===== src/rtl/dmem_pkg.sv =====
// -----------------------------------------------------------------------------
// dmem_pkg
//   Shared definitions for the data-memory arbiter slice.
//   - AW_DEF / DW_DEF : default memory word-address and data widths
//   - state_t         : sequencer states (IDLE -> ACCESS -> RESP -> IDLE)
//   - req_id_t        : requester identifier (0 = core LSU, 1 = debug/DMA)
// -----------------------------------------------------------------------------
package dmem_pkg;

    localparam int AW_DEF = 8;
    localparam int DW_DEF = 32;

    typedef enum logic [1:0] {
        IDLE   = 2'd0,
        ACCESS = 2'd1,
        RESP   = 2'd2
    } state_t;

    typedef logic req_id_t;

endpackage : dmem_pkg


===== src/rtl/dmem_arbiter_rr_pick2.sv =====
// -----------------------------------------------------------------------------
// rr_pick2
//   Combinational two-way round-robin picker with lock override.
//   Ports:
//     valid[1:0]  in  : request present per requester
//     last_grant  in  : requester granted most recently
//     lock_held   in  : an atomic sequence is in progress
//     lock_owner  in  : requester owning the lock
//     gnt_valid   out : a requester can be granted now
//     gnt_id      out : which requester is granted
// -----------------------------------------------------------------------------
module rr_pick2
    import dmem_pkg::*;
(
    input  logic [1:0] valid,
    input  req_id_t    last_grant,
    input  logic       lock_held,
    input  req_id_t    lock_owner,
    output logic       gnt_valid,
    output req_id_t    gnt_id
);

    always_comb begin
        gnt_valid = 1'b0;
        gnt_id    = 1'b0;
        if (lock_held) begin
            // The lock owner keeps the memory even when it is momentarily
            // idle; the other requester simply waits.
            gnt_valid = valid[lock_owner];
            gnt_id    = lock_owner;
        end else begin
            case (valid)
                2'b01: begin
                    gnt_valid = 1'b1;
                    gnt_id    = 1'b0;
                end
                2'b10: begin
                    gnt_valid = 1'b1;
                    gnt_id    = 1'b1;
                end
                2'b11: begin
                    gnt_valid = 1'b1;
                    gnt_id    = ~last_grant;
                end
                default: begin
                    gnt_valid = 1'b0;
                    gnt_id    = 1'b0;
                end
            endcase
        end
    end

endmodule : rr_pick2


===== src/rtl/dmem_arbiter.sv =====
// -----------------------------------------------------------------------------
// dmem_arbiter
//   Arbitrates two requesters onto a single-port data memory (synchronous
//   write, combinational read) and sequences each access through
//   IDLE -> ACCESS -> RESP, so the memory port is always driven from flops.
//   Supports a lock that keeps ownership across a read-then-write pair.
//   Ports:
//     clk, rst                   : clock, asynchronous active-high reset
//     rX_valid/ready             : request handshake (ready only in IDLE)
//     rX_we/lock/addr/wdata      : request payload, held stable until ready
//     rX_rsp_valid/rX_rdata      : one-cycle response pulse, read data (old
//                                  contents for a write), held until the
//                                  next response to the same requester
//     mem_we/addr/wdata/rdata    : memory port (registered outputs)
//     grant_id                   : requester owning the current access
//     busy                       : sequencer not in IDLE
// -----------------------------------------------------------------------------
module dmem_arbiter
    import dmem_pkg::*;
#(
    parameter int AW = AW_DEF,
    parameter int DW = DW_DEF
) (
    input  logic          clk,
    input  logic          rst,

    input  logic          r0_valid,
    output logic          r0_ready,
    input  logic          r0_we,
    input  logic          r0_lock,
    input  logic [AW-1:0] r0_addr,
    input  logic [DW-1:0] r0_wdata,
    output logic          r0_rsp_valid,
    output logic [DW-1:0] r0_rdata,

    input  logic          r1_valid,
    output logic          r1_ready,
    input  logic          r1_we,
    input  logic          r1_lock,
    input  logic [AW-1:0] r1_addr,
    input  logic [DW-1:0] r1_wdata,
    output logic          r1_rsp_valid,
    output logic [DW-1:0] r1_rdata,

    output logic          mem_we,
    output logic [AW-1:0] mem_addr,
    output logic [DW-1:0] mem_wdata,
    input  logic [DW-1:0] mem_rdata,

    output logic          grant_id,
    output logic          busy
);

    state_t        state_q, state_d;
    req_id_t       grant_id_q, grant_id_d;
    req_id_t       last_grant_q, last_grant_d;
    logic          lock_held_q, lock_held_d;
    req_id_t       lock_owner_q, lock_owner_d;
    logic          busy_q, busy_d;
    logic          mem_we_q, mem_we_d;
    logic [AW-1:0] mem_addr_q, mem_addr_d;
    logic [DW-1:0] mem_wdata_q, mem_wdata_d;

    logic          gnt_valid;
    req_id_t       gnt_id;
    logic          accept;
    logic          sel_we;
    logic          sel_lock;
    logic [AW-1:0] sel_addr;
    logic [DW-1:0] sel_wdata;

    rr_pick2 u_pick (
        .valid      ({r1_valid, r0_valid}),
        .last_grant (last_grant_q),
        .lock_held  (lock_held_q),
        .lock_owner (lock_owner_q),
        .gnt_valid  (gnt_valid),
        .gnt_id     (gnt_id)
    );

    assign accept   = (state_q == IDLE) && gnt_valid;
    assign r0_ready = accept && (gnt_id == 1'b0);
    assign r1_ready = accept && (gnt_id == 1'b1);

    assign sel_we    = gnt_id ? r1_we    : r0_we;
    assign sel_lock  = gnt_id ? r1_lock  : r0_lock;
    assign sel_addr  = gnt_id ? r1_addr  : r0_addr;
    assign sel_wdata = gnt_id ? r1_wdata : r0_wdata;

    always_comb begin
        state_d      = state_q;
        grant_id_d   = grant_id_q;
        last_grant_d = last_grant_q;
        lock_held_d  = lock_held_q;
        lock_owner_d = lock_owner_q;
        mem_we_d     = 1'b0;          // only ever high for the ACCESS cycle
        mem_addr_d   = mem_addr_q;
        mem_wdata_d  = mem_wdata_q;

        case (state_q)
            IDLE: begin
                if (accept) begin
                    // The request is latched straight into the memory-port
                    // flops so ACCESS drives the memory glitch-free.
                    state_d      = ACCESS;
                    grant_id_d   = gnt_id;
                    last_grant_d = gnt_id;
                    lock_held_d  = sel_lock;
                    lock_owner_d = gnt_id;
                    mem_we_d     = sel_we;
                    mem_addr_d   = sel_addr;
                    mem_wdata_d  = sel_wdata;
                end
            end
            ACCESS:  state_d = RESP;
            RESP:    state_d = IDLE;
            default: state_d = IDLE;
        endcase

        busy_d = (state_d != IDLE);
    end

    always_ff @(posedge clk or posedge rst) begin
        if (rst) begin
            state_q      <= IDLE;
            grant_id_q   <= 1'b0;
            last_grant_q <= 1'b1;   // makes requester 0 win the first tie
            lock_held_q  <= 1'b0;
            lock_owner_q <= 1'b0;
            busy_q       <= 1'b0;
            mem_we_q     <= 1'b0;
            mem_addr_q   <= '0;
            mem_wdata_q  <= '0;
        end else begin
            state_q      <= state_d;
            grant_id_q   <= grant_id_d;
            last_grant_q <= last_grant_d;
            lock_held_q  <= lock_held_d;
            lock_owner_q <= lock_owner_d;
            busy_q       <= busy_d;
            mem_we_q     <= mem_we_d;
            mem_addr_q   <= mem_addr_d;
            mem_wdata_q  <= mem_wdata_d;
        end
    end

    // Per-requester response path. Read data is captured at the end of
    // ACCESS, i.e. on the same edge the write lands, so a write returns the
    // old contents.
    for (genvar gi = 0; gi < 2; gi++) begin : g_rsp
        logic          rsp_valid_q, rsp_valid_d;
        logic [DW-1:0] rdata_q, rdata_d;
        logic          mine;

        assign mine = (state_q == ACCESS) && (grant_id_q == req_id_t'(gi));

        always_comb begin
            rsp_valid_d = mine;
            rdata_d     = rdata_q;
            if (mine) begin
                rdata_d = mem_rdata;
            end
        end

        always_ff @(posedge clk or posedge rst) begin
            if (rst) begin
                rsp_valid_q <= 1'b0;
                rdata_q     <= '0;
            end else begin
                rsp_valid_q <= rsp_valid_d;
                rdata_q     <= rdata_d;
            end
        end

        if (gi == 0) begin : g_r0
            assign r0_rsp_valid = rsp_valid_q;
            assign r0_rdata     = rdata_q;
        end else begin : g_r1
            assign r1_rsp_valid = rsp_valid_q;
            assign r1_rdata     = rdata_q;
        end
    end

    assign mem_we    = mem_we_q;
    assign mem_addr  = mem_addr_q;
    assign mem_wdata = mem_wdata_q;
    assign grant_id  = grant_id_q;
    assign busy      = busy_q;

endmodule : dmem_arbiter

===== config.mk =====
export PLATFORM = sky130hd
export DESIGN_NAME = dmem_arbiter
export DESIGN_NICKNAME = d
export VERILOG_FILES = /design/src/rtl/dmem_pkg.sv /design/src/rtl/dmem_arbiter_rr_pick2.sv /design/src/rtl/dmem_arbiter.sv
export SDC_FILE = /design/constraint.sdc
export NUM_CORES = 1
export LEC_CHECK = 0
export BUFFER_PORTS_ARGS = -buffer_cell sky130_fd_sc_hd__buf_2
export CORE_MARGIN = 1.5
export CORE_UTILIZATION = 50
export DETAILED_ROUTE_END_ITERATION = 16
export HOLD_SLACK_MARGIN = 0.02
export PLACE_DENSITY_LB_ADDON = 0.3
export SYNTH_ARGS = -nofsm -noshare
export SYNTH_HDL_FRONTEND = slang
export SYNTH_HIERARCHICAL = 1
export SYNTH_SLANG_ARGS = --single-unit

===== constraint.sdc =====
create_clock -name clk -period 7.65 [get_ports clk]
set_input_delay 1.53 -clock clk [delete_from_list [all_inputs] [get_ports clk]]
set_output_delay 1.53 -clock clk [all_outputs]
set_load 0.05 [all_outputs]

==> results.md, run 1 <==
- Status: complete, no violations
- Nets: 651
- Post-synthesis mux area share: 36.49%
- Number of library cell types mapped by synthesis: 24
- Post-synthesis compound-gate area fraction: 0.7145%
- Largest net degree at the start of global routing: 67
- Synth Cell Area: 0.004903 mm^2
- Sum Neg Setup Slack: 0 ns
- Initial antenna violation count: 0
- Critical path's most frequent cell: buf_2
- Top Ports: 231
- # rows: 35
- Syn. warnings: 6
- Clock slew at reported path FFs: 0.06 ns
- Post-route ant nets: 0
- Crit-path max cell delay: 0.54 ns
- Max-cap violation count: 0
- Syn_area_per_cell: 16.62 um^2
- Vias per cell: 4.889
- Synth Area in XOR/XNOR: 0%
- Number of buffers created by CTS: 17
- DPL Wire Length: 7575 um
- CTS Root Cell: clkbuf_8
- Synth top area cells: dfrtp_1 57%, mux2_2 25%, mux2_4 9.2%, mux2_1 1.8%, buf_12 1.2%
- Worst-path cell chain: buf_2 -> a21boi_2 -> a2bb2oi_2 -> or3b_1 -> clkinv_8 -> and2_1 -> buf_2
- CTS tree: done
- Fmax: 0.2117 GHz
- Fin crit share: 61.76%
- Crit path capture type: output pin
- First-pass GRT wire length: 16970 um
- Synth async-reset ratio: 100.0%
- Primary FF master, synth: dfrtp_1
- Diodes inserted: 0
- Most common cell after layout, fill and taps aside: buf_2
- Gr usage total: 21.52%
- Clock latency on the worst-skew pair: 0.49 ns
- Synth top area share: 57.16%
- Combinational family with the most area after synthesis: multiplexers
- Die area: 0.01041 mm^2
- Core ar.: 0.009371 mm^2
- Vias in the first global route: 3518
- WS Path Type: primary input to output pin
- Total Routed Length: 10790 um
- Drt first-iter violations: 74
- Via count: 3290
- Worst Path Arrival: 3.19 ns
- Grt ovf: 0
- Die H: 102.0 um
- Bufs on Longest Clock Path: 2
- Post-synthesis sequential area ratio: 57.69%
- Layout cells sized above 1: 75.74%
- Gpl congestion: 0.7516
- Worst Path Required: 6.12 ns
- Synth Area in Adders: 0%
- Final Hold Fails: 0
- Worst reg2reg endpoint: mem_wdata[7]
- Post-Synth Simple-Gate Area: 1.403%
- Relative slew slack: 35.76%
- # clock sinks: 113
- Worst reg2reg startpoint: lock_held_q
- Die X: 102.0 um
- CP max-delay cell: or3b_1
- Starting Density: 52.32%
- Fin Clk Skew: 0.009625 ns
- CTS H-Tree Depth: 4
- Layout area overhead: 36.77%
- Worst Hold End: mem_wdata[6]
- Crit path launch type: primary input
- Minimum clock period: 4.724 ns
- Most frequent cells in the layout: 230 x buf_2, 112 x dfrtp_1, 110 x mux2_2
- EDFF count, synth: 0
- Setup violators final: 0
- Synth Register Bits: 113
- Worst slew pin tran: 0.9636 ns
- Post-synth net total: 415
- CTS Hold Buffers Added: 0
- Slew Limit Fails: 0
- R2r setup slk: 5.37 ns
- Wire per inst: 16.03 um
- Hold Path Depth: 1
- Gate Count Post-Synth: 295
- DRC errors left: 0
- IO buf count: 230
- Min-delay src: mem_wdata[6]
- Synth area leader: dfrtp_1
- RSZ-0062 raised after global routing: false
- Post-CTS Resized: 0
- Peak fanout along the critical path: 43
- Worst R2R Path Depth: 4
- Min-delay worst type: flip-flop to flip-flop
- Post CTS Setup Buffer Count: 0
- Drt first pass iters: 4
[worst max-delay path by stage]
stage / start / to / depth (start not counted)
after floorplan: rst / busy / 1
after detailed placement: r0_valid / r1_ready / 7
after CTS: r0_valid / r1_ready / 7
after global routing: r0_valid / r1_ready / 7
after global placement: r0_valid / r1_ready / 7
final: r0_valid / r1_ready / 7
[routing by layer]
layer | track usage [%] | wire (um) | vias to the layer above | share of wire (%)
met1 | 24.60 | 4291 | 1624 | 40
met4 | 8.114 | 185 | 0 | 1.7
met2 | 38.00 | 5705 | 126 | 53
met5 | 0 | 0 | - | 0
li1 | - | - | 1526 | -
met3 | 6.498 | 605 | 14 | 5.6
[layout make-up]
class                           instances  area [um^2]
Clock buffer                           19        441.7
Clock inverter                         13        173.9
Fill cell                             661         2665
Inverter                                3        26.28
Multi-Input combinational cell        163         1901
Sequential cell                       113         2829
Tap cell                              129        161.4
Timing Repair Buffer                  233         1174
[registers in the layout, summed over array words and instances, names as in the netlist, 2 cells and up]
register,flops
mem_wdata,32
r0_rdata,32
r1_rdata,32
mem_addr,8
state_q,2
[critical path, delay by kind of cell]
kind / cells / cell delay (ns)
and+or+nand+nor: 2 / 0.72
buffers and inverters: 3 / 0.66
AOI/OAI and AO/OA: 2 / 0.28
[cell usage after synthesis, types with 2 or more instances]
master	number
nor2b_1	2
nor2_1	3
mux2_1	8
mux2_2	110
mux2_4	30
buf_6	2
inv_1	2
buf_4	4
buf_2	6
dfrtp_1	112
buf_12	3
[stage by stage]
step | cell area, um^2 | util (%) | hold slack, ns | cells | setup WS, ns
4_1_cts | 6706 | 71.56 | 0.4898 | 673 | 2.924
6_report | 6706 | 71.56 | 0.4846 | 673 | 2.926
5_1_grt | 6706 | 71.56 | 0.5103 | 673 | 2.829
3_5_place_dp | 6091 | 64.99 | 0.4715 | 641 | 2.950
2_1_floorplan | 4903 | - | 0.4598 | 295 | 3.134
3_3_place_gp | 6091 | 64.99 | 0.4666 | 641 | 2.967
[logic make-up after synthesis]
logic type | Yosys count
AO/OA/AOI/OAI | 3
buffers and inverters | 19
AND/OR/NAND/NOR | 11
flip-flops | 113
multiplexers | 149
Power of run 1 is not shown: default switching activity piles up to over one toggle a cycle in this logic, so the estimate is an artifact.
==> inputs of run 2 (changes only) <==
Settings changed: CORE_UTILIZATION 50 to 42.
Clock period 7.65 ns to 4 ns, I/O delays scaled along.
==> run 2 against run 1 <==
Setup slack got worse by 2.2 ns. Sequential share of layout area barely moved. Via count fell by 0.24%. Global-route usage fell by 3.4 points. Core utilization fell by 13 points. First-iteration DRC count fell by 18%. Critical path depth did not move. Wire length fell by 2.6%. Die area rose by 18%. Register-to-register slack got worse by 3.5 ns.
==> results.md, run 2 (synthesis results as in run 1) <==
- Status: complete, no violations (unchanged)
- Drt first-iter violations: 61 (was 74)
- R2r setup slk: 1.90 ns (was 5.37 ns)
- Crit path capture type: output pin (unchanged)
- Worst R2R Path Depth: 5 (was 4)
- Final Hold Fails: 0 (unchanged)
- IO buf count: 230 (unchanged)
- Bufs on Longest Clock Path: 2 (unchanged)
- Die H: 111.1 um (was 102.0 um)
- Worst Path Arrival: 2.43 ns (was 3.19 ns)
- Worst setup margin: 0.7684 ns (was 2.926 ns)
- First-pass GRT wire length: 17530 um (was 16970 um)
- CTS Hold Buffers Added: 0 (unchanged)
- Most common cell after layout, fill and taps aside: buf_2 (unchanged)
- Fin crit share: 80.79%
- Worst Path Required: 3.20 ns (was 6.12 ns)
- Post-route ant nets: 0 (unchanged)
- Core ar.: 0.01142 mm^2 (was 0.009371 mm^2)
- Vias per cell: 4.770 (was 4.889)
- Sum Neg Setup Slack: 0 ns (unchanged)
- Peak fanout along the critical path: 43 (unchanged)
- Worst reg2reg endpoint: mem_wdata[6] (was mem_wdata[7])
- Fin Clk Skew: 0.005498 ns (was 0.009625 ns)
- DRC errors left: 0 (unchanged)
- Worst slew pin tran: 0.8305 ns (was 0.9636 ns)
- Min-delay worst type: flip-flop to flip-flop (unchanged)
- Clock slew at reported path FFs: 0.05 ns (was 0.06 ns)
- Grt ovf: 0 (unchanged)
- RSZ-0062 raised after global routing: false (unchanged)
- Max-cap violation count: 0 (unchanged)
- Slew Limit Fails: 0 (unchanged)
- Layout cells sized above 1: 75.23% (was 75.74%)
- Diodes inserted: 0 (unchanged)
- Gr usage total: 18.16% (was 21.52%)
- Relative slew slack: 44.63% (was 35.76%)
- Initial antenna violation count: 0 (unchanged)
- Fmax: 0.3094 GHz
- Post CTS Setup Buffer Count: 0 (unchanged)
- Worst Setup SP: r0_valid (unchanged)
- Dpl ws: 0.7478 ns (was 2.950 ns)
- Nets: 652 (was 651)
- Final core utilization: 58.79% (was 71.56%)
- DPL Wire Length: 7541 um (was 7575 um)
- Minimum clock period: 3.232 ns
- Vias in the first global route: 3537 (was 3518)
- Setup violators final: 0 (unchanged)
- Most frequent cells in the layout: 230 x buf_2, 112 x dfrtp_1, 110 x mux2_2 (unchanged)
- CTS tree: done (unchanged)
- Gpl congestion: 0.7443 (was 0.7516)
- Worst setup endpoint: r1_ready (unchanged)
- Worst hold margin: 0.4781 ns (was 0.4846 ns)
- Via count: 3282 (was 3290)
- Largest net degree at the start of global routing: 68 (was 67)
- Wire per inst: 15.28 um (was 16.03 um)
- # rows: 39 (was 35)
- Drt first pass iters: 4 (unchanged)
- CTS H-Tree Depth: 4 (unchanged)
- Hold Path Depth: 1 (unchanged)
- CTS Root Cell: clkbuf_16 (was clkbuf_8)
- Layout area overhead: 36.90% (was 36.77%)
- Number of buffers created by CTS: 17 (unchanged)
- Die X: 111.1 um (was 102.0 um)
- Top Ports: 231 (unchanged)
- # clock sinks: 113 (unchanged)
- Post-CTS Resized: 0 (unchanged)
- WS Path Type: primary input to output pin (unchanged)
- Die area: 0.01233 mm^2 (was 0.01041 mm^2)
- Starting Density: 42.94% (was 52.32%)
- Total Routed Length: 10510 um (was 10790 um)
- Crit path launch type: primary input (unchanged)
- Clock latency on the worst-skew pair: 0.40 ns (was 0.49 ns)
- FILL cells: 931 (was 661)
- Worst reg2reg startpoint: lock_owner_q (was lock_held_q)
## run 2: final cells by class
type,instances,area (um^2),area share (%)
Clock inverter,9,106.4,1.584
Inverter,3,26.28,0.3914
Clock buffer,23,478.0,7.120
Tap cell,143,178.9,2.665
Multi-Input combinational cell,163,1901,28.31
Sequential cell,113,2829,42.14
Timing Repair Buffer,234,1194,17.78
## run 2: worst min-delay path by stage
stage                  from            to  slack [ns]
6_report       mem_wdata[5]  mem_wdata[5]        0.48
3_3_place_gp   mem_wdata[0]  mem_wdata[0]        0.47
5_1_grt        mem_wdata[1]  mem_wdata[1]        0.50
2_1_floorplan    state_q[1]    state_q[1]        0.46
3_5_place_dp   mem_wdata[6]  mem_wdata[6]        0.47
4_1_cts        mem_wdata[6]  mem_wdata[6]        0.48
## run 2: per-stage QoR
stage,cells,area [um^2]
5_1_grt,688,6713
2_1_floorplan,295,4903
6_report,688,6713
3_3_place_gp,656,6128
3_5_place_dp,656,6128
4_1_cts,688,6713
## run 2: critical path: stages
cell       delay (ns)
buf_2            0.10
a21boi_2         0.16
a2bb2oi_2        0.13
or3b_1           0.53
clkinv_8         0.28
and2_1           0.17
buf_2            0.25
## run 2: per-layer routing
metal | wire [um] | global-route usage [%] | up-vias
li1 | - | - | 1531
met1 | 4175 | 20.18 | 1615
met2 | 5507 | 32.14 | 118
met3 | 615 | 5.467 | 18
met4 | 212 | 8.017 | 0
met5 | 0 | 0 | -
Power of run 2 is left out for the same reason.
==> inputs of run 3 (changes only) <==
Settings changed: ABC_AREA set to 1.
Clock period 4 ns to 2.8 ns, I/O delays scaled along.
==> run 3 against run 2 <==
Hold slack worse by 0.21 ns. Non-clock buffer count increased by 5. Setup slack lost 0.26 ns. Cell area fell by 0.32%. First-iteration DRC count grew to 4.4 times the previous value. Cell count is 45% higher. Area after synthesis down 2.3%. Global-route usage is 3.8 points higher. Sequential share of layout area grew 0.13 points. Via count up 36%. Die area is 2.2% lower.
==> results.md, run 3 <==
- Status: complete, no violations (unchanged)
- IO buf count: 230 (unchanged)
- Post CTS Setup Buffer Count: 0 (unchanged)
- CTS Root Cell: clkbuf_16 (unchanged)
- Top Ports: 231 (unchanged)
- Relative slew slack: 48.35% (was 44.63%)
- DPL Wire Length: 8749 um (was 7541 um)
- Vias in the first global route: 4252 (was 3537)
- CTS tree: done (unchanged)
- Largest net degree at the start of global routing: 71 (was 68)
- Wire per inst: 12.64 um (was 15.28 um)
- Starting Density: 43.62% (was 42.94%)
- Critical path depth: 6 (was 7)
- Min-delay worst type: primary input to asynchronous set/reset pin (was flip-flop to flip-flop)
- Bufs on Longest Clock Path: 2 (unchanged)
- Total Routed Length: 12600 um (was 10510 um)
- CTS H-Tree Depth: 4 (unchanged)
- Worst reg2reg startpoint: lock_owner_q (unchanged)
- Synth Cell Area: 0.004791 mm^2 (was 0.004903 mm^2)
- Fin Clk Skew: 0.007811 ns (was 0.005498 ns)
- Worst R2R Path Depth: 9 (was 5)
- Gate Count Post-Synth: 615 (was 295)
- R2r setup slk: 1.01 ns (was 1.90 ns)
- Crit-path max cell delay: 0.53 ns (about the same)
- Fmax: 0.4371 GHz
- Post-synthesis sequential area ratio: 59.05% (was 57.69%)
- Most frequent cell after synthesis: nand2_1 (was dfrtp_1)
- RSZ-0062 raised after global routing: false (unchanged)
- Worst reg2reg endpoint: mem_wdata[17] (was mem_wdata[6])
- Number of library cell types mapped by synthesis: 17 (was 24)
- Worst Path Arrival: 1.73 ns (was 2.43 ns)
- Nets: 964 (was 652)
- Die area: 0.01206 mm^2 (was 0.01233 mm^2)
- Core ar.: 0.01098 mm^2 (was 0.01142 mm^2)
- Die H: 109.8 um (was 111.1 um)
- Number of buffers created by CTS: 17 (unchanged)
- Crit path launch type: flip-flop (was primary input)
- Crit path capture type: output pin (unchanged)
- Worst Path Required: 2.24 ns (was 3.20 ns)
- Grt ovf: 0 (unchanged)
- Post-CTS Resized: 0 (unchanged)
- Minimum clock period: 2.288 ns
- Layout area overhead: 39.67% (was 36.90%)
- DRC errors left: 0 (unchanged)
- Via count: 4461 (was 3282)
- Synth Register Bits: 113 (unchanged)
- Synth async-reset ratio: 100.0% (unchanged)
- Critical path's most frequent cell: nand2_1 (was buf_2)
- CP max-delay cell: dfstp_2 (was or3b_1)
- EDFF count, synth: 0 (unchanged)
- First-pass GRT wire length: 20440 um (was 17530 um)
- Placed Cells: 965 (was 656)
- Layout Cells excl Fill: 997 (was 688)
- FILL cells: 1045 (was 931)
- CTS Hold Buffers Added: 0 (unchanged)
- Sum Neg Setup Slack: 0 ns (unchanged)
- Slew Limit Fails: 0 (unchanged)
- Gr usage total: 21.95% (was 18.16%)
- Drt first-iter violations: 267 (was 61)
- Clock slew at reported path FFs: 0.06 ns (was 0.05 ns)
- Primary FF master, synth: dfrtp_1 (unchanged)
- Diodes inserted: 0 (unchanged)
- Crit path buf inv count: 2 (was 3)
- Clock latency on the worst-skew pair: 0.39 ns (was 0.40 ns)
- Peak fanout along the critical path: 18 (was 43)
- Layout cells sized above 1: 32.67% (was 75.23%)
- Most common cell after layout, fill and taps aside: nand2_1 (was buf_2)
- Post-synth top cells: 454 x nand2_1, 112 x dfrtp_1, 19 x buf_2 (was 112 x dfrtp_1, 110 x mux2_2, 30 x mux2_4)
- Worst-path cell chain: nand2_1 -> nand3_1 -> nand2_1 -> buf_4 -> nor2_1 -> buf_2 (was buf_2 -> a21boi_2 -> a2bb2oi_2 -> or3b_1 -> clkinv_8 -> and2_1 -> buf_2)
- Fin crit share: 81.71%
- Synth top area cells: dfrtp_1 59%, nand2_1 36%, buf_2 2.0%, buf_4 0.94%, dfstp_2 0.55% (was dfrtp_1 57%, mux2_2 25%, mux2_4 9.2%, mux2_1 1.8%, buf_12 1.2%)
- Max-cap violation count: 0 (unchanged)
- Syn. warnings: 6 (unchanged)
- # clock sinks: 113 (unchanged)
- Final Hold Fails: 0 (unchanged)
- Gpl congestion: 0.7569 (was 0.7443)
- Most frequent cells in the layout: 454 x nand2_1, 230 x buf_2, 112 x dfrtp_1 (was 230 x buf_2, 112 x dfrtp_1, 110 x mux2_2)
- Synth area leader: dfrtp_1 (unchanged)
- Post-synth net total: 735 (was 415)
- Post-route ant nets: 0 (unchanged)
- Initial antenna violation count: 0 (unchanged)
- Setup violators final: 0 (unchanged)
- Worst slew pin tran: 0.7730 ns (was 0.8305 ns)
- Vias per cell: 4.474 (was 4.770)
- Die X: 109.8 um (was 111.1 um)
- Synth top area share: 58.50% (was 57.16%)
- Drt first pass iters: 4 (unchanged)
- Syn_area_per_cell: 7.790 um^2 (was 16.62 um^2)
- WS Path Type: flip-flop to output pin (was primary input to output pin)
- Top delay family on crit path: flip-flops (was simple AND/OR/NAND/NOR gates)
- # rows: 38 (was 39)
## run 3: cell families (layout without fill, tap and decap cells)
logic type      Yosys count  after routing  synth area share (%)
simple gates            462            462                 36.82
flops                   113            113                 59.05
buf+inv                  39            281                 4.022
compound gates            1              1                0.1044
## run 3: worst max-delay path by stage
stage,slack (ns),endpoint,from
2_1_floorplan,0.23,r0_ready,lock_owner_q
3_3_place_gp,0.79,r0_ready,r0_valid
3_5_place_dp,0.77,r0_ready,r0_valid
4_1_cts,0.47,r0_ready,last_grant_q
5_1_grt,0.37,r0_ready,lock_owner_q
6_report,0.51,r0_ready,last_grant_q
## run 3: cell type report
cell class                      count  area (um^2)  share of cell area [%]
Sequential cell                   113         2829                   42.28
Clock inverter                     14        201.4                   3.010
Inverter                           10        41.29                  0.6171
Multi-Input combinational cell    463         1774                   26.51
Tap cell                          140        175.2                   2.618
Timing Repair Buffer              239         1231                   18.40
Clock buffer                       18        439.2                   6.563
## run 3: per-layer routing
layer  global-route usage, %  routed length (um)  share of wire, %
met1                   28.09                5691                45
met2                   35.40                5752                46
met3                   6.639                 980               7.8
met4                   7.421                 179               1.4
met5                       0                   0                 0
## run 3: worst register-to-register path: stages, from the launching register on
cell and delay (ns):
dfrtp_1 0.51, inv_1 0.07, nand2_1 0.06, nand2_1 0.04
nand2_1 0.12, inv_1 0.09, nor2_4 0.28, buf_4 0.37
nand2_1 0.11, nand2_1 0.07
## run 3: metrics by stage
step	worst slack (ns)	hold WS [ns]	cell area, um^2	utilization, %
6_report	0.5122	0.2668	6691	60.93
5_1_grt	0.3673	0.2935	6691	60.93
4_1_cts	0.4656	0.2816	6691	60.93
3_5_place_dp	0.7719	0.4594	6051	55.09
3_3_place_gp	0.7852	0.4557	6051	55.09
2_1_floorplan	0.2290	0.4431	4795	-
Power of run 3 is left out for the same reason.
